==> config.mk <==
export PLATFORM = sky130hd
export DESIGN_NAME = fbw_row_sink
export DESIGN_NICKNAME = d
export VERILOG_FILES = /design/src/rtl/fbw_row_sink.sv
export SDC_FILE = /design/constraint.sdc
export NUM_CORES = 2
export LEC_CHECK = 0
export ABC_AREA = 0
export CAP_MARGIN = 30
export CORE_ASPECT_RATIO = 0.6
export CORE_UTILIZATION = 45
export DETAILED_ROUTE_END_ITERATION = 10
export GPL_TIMING_DRIVEN = 0
export PLACE_DENSITY = 0.62
export SLEW_MARGIN = 20
export SYNTH_ARGS = -nofsm -noshare
export SYNTH_HDL_FRONTEND = slang
export SYNTH_SLANG_ARGS = --single-unit
==> constraint.sdc <==
create_clock -name clk -period 8 [get_ports clk]
set_clock_uncertainty 0.05 [all_clocks]
set_input_delay 2.4 -clock clk [delete_from_list [all_inputs] [get_ports clk]]
set_output_delay 2.4 -clock clk [all_outputs]
set_load 0.01 [all_outputs]
==> src/rtl/fbw_row_sink.sv <==
// rtl/fbw_row_sink.sv - fbw responder: ping-pong line buffers copied row-wise into a double-buffered frame memory
// Frame flips wait for an idle copy engine and the display's end-of-frame pulse.
module fbw_row_sink #(
  parameter int N_ROWS   = 64,
  parameter int N_COLS   = 64,
  parameter int BITDEPTH = 16,
  localparam int LR = $clog2(N_ROWS),
  localparam int LC = $clog2(N_COLS)
) (
  input  logic                  clk,
  input  logic                  rst,
  input  logic [LR-1:0]         fbw_row_addr,
  input  logic                  fbw_row_store,
  output logic                  fbw_row_rdy,
  input  logic                  fbw_row_swap,
  input  logic [BITDEPTH-1:0]   fbw_data,
  input  logic [LC-1:0]         fbw_col_addr,
  input  logic                  fbw_wren,
  input  logic                  frame_swap,
  output logic                  frame_rdy,
  output logic [LR+LC:0]        fb_addr,
  output logic [BITDEPTH-1:0]   fb_data,
  output logic                  fb_wren,
  output logic                  disp_frame,
  input  logic                  disp_frame_end
);

  typedef enum logic [1:0] {IDLE, COPY, DRAIN} state_t;

  localparam logic [LC-1:0] LAST_COL = LC'(N_COLS - 1);

  state_t              state;
  logic                wsel;
  logic                flip_pending;
  logic [LR-1:0]       row;
  logic [LC-1:0]       col_cnt;
  logic [BITDEPTH-1:0] lbuf [2][N_COLS];

  logic swap_ok, store_ok, fswap_ok;
  assign swap_ok  = fbw_row_rdy & fbw_row_swap;
  assign store_ok = fbw_row_rdy & fbw_row_store;
  assign fswap_ok = frame_rdy & frame_swap;

  // Line buffer contents survive reset; pixel writes always land in the write buffer.
  always_ff @(posedge clk) begin
    if (fbw_wren) lbuf[wsel][fbw_col_addr] <= fbw_data;
  end

  always_ff @(posedge clk) begin
    if (rst) begin
      state        <= IDLE;
      wsel         <= 1'b0;
      flip_pending <= 1'b0;
      row          <= '0;
      col_cnt      <= '0;
      fbw_row_rdy  <= 1'b1;
      frame_rdy    <= 1'b1;
      fb_wren      <= 1'b0;
      fb_addr      <= '0;
      fb_data      <= '0;
      disp_frame   <= 1'b0;
    end else begin
      fb_wren <= 1'b0;
      if (fswap_ok) begin
        flip_pending <= 1'b1;
        frame_rdy    <= 1'b0;
      end
      case (state)
        IDLE: begin
          if (swap_ok) wsel <= ~wsel;
          if (store_ok) begin
            row         <= fbw_row_addr;
            col_cnt     <= '0;
            state       <= COPY;
            fbw_row_rdy <= 1'b0;
          end else if (flip_pending && disp_frame_end) begin
            disp_frame   <= ~disp_frame;
            flip_pending <= 1'b0;
            frame_rdy    <= 1'b1;
            fbw_row_rdy  <= 1'b1;
          end else if (fswap_ok) begin
            fbw_row_rdy <= 1'b0;
          end
        end
        COPY: begin
          // Read buffer is ~wsel; fb_data doubles as the RAM output register.
          fb_wren <= 1'b1;
          fb_addr <= {~disp_frame, row, col_cnt};
          fb_data <= lbuf[~wsel][col_cnt];
          if (col_cnt == LAST_COL) state <= DRAIN;
          else                     col_cnt <= col_cnt + LC'(1);
        end
        DRAIN: begin
          state       <= IDLE;
          fbw_row_rdy <= ~(flip_pending | fswap_ok);
        end
        default: state <= IDLE;
      endcase
    end
  end

endmodule

==> results.ini <==
[place]
numPortBuffers = 62
placed_area_um2 = 89000
hpwl_um = 245000
place_congestion = 1.06

[synthesis]
synth_top_cell_by_area = edfxtp_1
synth_area_um2 = 81100
syn-instance-count = 3933
yosys_warnings = 0
avgSynthCellArea_um2 = 20.6
yosysTopAreaCellShare_pct = 75.8
ys_seq_elements = 2097
yosys-top-cells-area = edfxtp_1, mux4_2, mux2i_1, dfxtp_1, nor2_1
ys.flop_type = edfxtp_1
syn-num-nets = 3969
async_reset_ff_share_pct = 0
seq_area_frac_synth_pct = 77.0
synth_edf_count = 2048
synth_cell_types = 72

[layout]
finish.utilization_pct = 53.3
register_area_um2 = 62500
stdcell_area_um2 = 95200
synthToLayoutAreaGrowth_pct = 17.3
layout_commonest_cell = edfxtp_1
multi_input_area_um2 = 18100
nFillCells = 13800
final_cell_mix = edfxtp_1, mux4_2, mux2i_1
drive_gt1_share_pct = 27.5
final_nets = 4380

[timing]
tightestPinTransition_ns = 1.21
final.setup.tns_ns = 0
fin_crit_ns = 5.61
drv_slew = 0
rsz0062_at_grt = no
period_share_pct = 70.2
hold_viol_final = 0
setup_viol = 0
fmax_mhz = 178
relSlewSlack_pct = 17.5

[power]
p_clk_share_pct = 38.1
combinationalPowerShare_pct = 12.1
p_leak_nw = 29.2
power.density_nw_per_um2 = 256
p_seq_share_pct = 49.8
power.total_mw = 24.3
p_int_mw = 18.0
sw_frac_of_total_pct = 26.2
ir_drop_v = 0.000182
p_sw_mw = 6.37

[clock_network]
cts_made_buffers = 195
ctsResizeCount = 0
cts_htree_levels = 4
cts.sinks = 2097
clock_latency_ns = 0.87
cts-root-buf = clkbuf_16
cts_tree = done
path_clk_slew_ns = 0.07
post_cts_buffers = 0
cts_buffer_depth = 4
cts_hold_buf = 0

[floorplanning]
row_count = 120
die_x_um = 550
ios = 68
dieArea_um2 = 182000
fp.dieH_um = 331
coreArea_um2 = 179000
start_util_pct = 45.4

[global_routing]
gr-total-overflow = 0
grt_max_degree = 97
antenna_found_initial = 45
grt_pass1_vias = 43600
grt_pass1_wl_um = 459000
grt_usage_pct = 40.1

[critical_path]
cp_max_fo = 10
cp-end-kind = flip-flop
cp_common_cell = buf_2
cp-start-kind = flip-flop
crit_path_max_incr_delay_ns = 0.94
cp.required_ns = 8.68
crit_chain = buf_2 > buf_4 > buf_2 > buf_2 > buf_2 > nor2_1 > a22oi_1 > nand4_1 > a21oi_1 > a31oi_1
arrival_ns = 6.29
crit_family = buffers and inverters
cpMaxStageDelayCell = buf_2
cp_num_buf_inv = 5
worst-setup-path-type = flip-flop to flip-flop

[drt]
dr.pass1.iters = 9
num_vias = 49000
avgViaCountPerCell = 7.11
wl_per_cell_um = 52.9
routed_wl_um = 365000
ant_nets = 0
drc = 0
drtIter0Drc = 11400

[job]
maxCapViolCount = 0

[run_status]
outcome = complete, no violations

[min_path]
hold_class = flip-flop to flip-flop

## worst paths after layout
path               from          end  slack, ns  cells after the start
min reg2reg      row[1]   fb_addr[7]       0.41                      2
max reg2reg  col_cnt[0]  fb_data[14]       2.39                     10
max          col_cnt[0]  fb_data[14]       2.39                     10
min              row[1]   fb_addr[7]       0.41                      2
## metrics by stage
step,cells,setup WS (ns),hold slack (ns)
2_1_floorplan,3933,3.16,0.382
3_3_place_gp,6374,0.0571,0.388
3_5_place_dp,6514,1.94,0.399
4_1_cts,6858,2.80,0.407
5_1_grt,6870,2.60,0.428
6_report,6889,2.39,0.406
## cell type report
type                    instances  share of cell area [%]
diodes                         19                  0.0500
inverters                       8                  0.0316
clock inverters               112                   0.982
repair buffers                214                    4.12
plain buffers                 234                    1.69
flip-flops and latches       2097                    65.7
clock buffers                 232                    5.35
well taps                    2379                    3.13
multi-input cells            1594                    19.0
## power by group through the flow
stage | Sequential (mW) | Combinational [mW] | Clock, mW
floorplan | 12.3 | 1.23 | 0
global placement | 12.4 | 2.65 | 0
detailed placement | 12.3 | 2.76 | 0
CTS | 12.1 | 2.77 | 9.18
global route | 12.1 | 2.88 | 9.59
finish | 12.1 | 2.95 | 9.26
## flip-flops by register name, indices dropped and copies added, names as in the netlist
signal	cells
frame_rdy	1
fbw_row_rdy	1
fb_data	16
col_cnt	6
row	6
wsel	1
fb_wren	1
lbuf	2048
fb_addr	13
flip_pending	1
disp_frame	1
state	2
## per-layer routing
metal / vias up / part of all wire (%) / global-route usage [%]
met5: - / 0.035 / 0
met1: 25900 / 37 / 54.9
met4: 14 / 5.7 / 18.9
li1: 17300 / - / -
met3: 832 / 20 / 23.5
met2: 5011 / 37 / 50.3
## synth_stat cells (6+ instances only)
| cell | n |
|---|---|
| buf_6 | 43 |
| a221oi_2 | 24 |
| a22oi_1 | 62 |
| dfxtp_1 | 49 |
| a211oi_1 | 9 |
| a41oi_1 | 7 |
| nand2b_1 | 6 |
| nand3_1 | 37 |
| mux4_2 | 396 |
| o21ai_1 | 34 |
| nand2_1 | 106 |
| o22ai_1 | 40 |
| clkbuf_1 | 75 |
| nor3_1 | 25 |
| nand4_1 | 10 |
| nor2_1 | 196 |
| o211ai_1 | 16 |
| a21oi_1 | 131 |
| nor2b_1 | 12 |
| buf_4 | 11 |
| a31oi_1 | 14 |
| a221oi_1 | 39 |
| mux2i_1 | 248 |
| a2111oi_0 | 6 |
| or2_2 | 10 |
| buf_8 | 9 |
| buf_1 | 15 |
| mux2_2 | 19 |
| buf_2 | 74 |
| o221ai_1 | 39 |
| mux2_1 | 6 |
| o21ai_0 | 33 |
| edfxtp_1 | 2048 |
## tightest hold or removal path, delay by kind of cell, from the launching register on
| family | cells | cell delay (ns) |
|---|---|---|
| flops | 1 | 0.31 |
| simple gates | 1 | 0.05 |
| compound gates | 1 | 0.05 |
## cell families after synthesis
family,Yosys count,synth area share [%]
multiplexers,669,14.4
adder cells (fa/ha/maj),1,0.0154
AO/OA/AOI/OAI,495,4.33
flip-flops,2097,77.0
XOR/XNOR,5,0.0540
buffers and inverters,242,1.91
AND/OR/NAND/NOR,424,2.27
No activity file was read; power rests on OpenSTA's default activity.
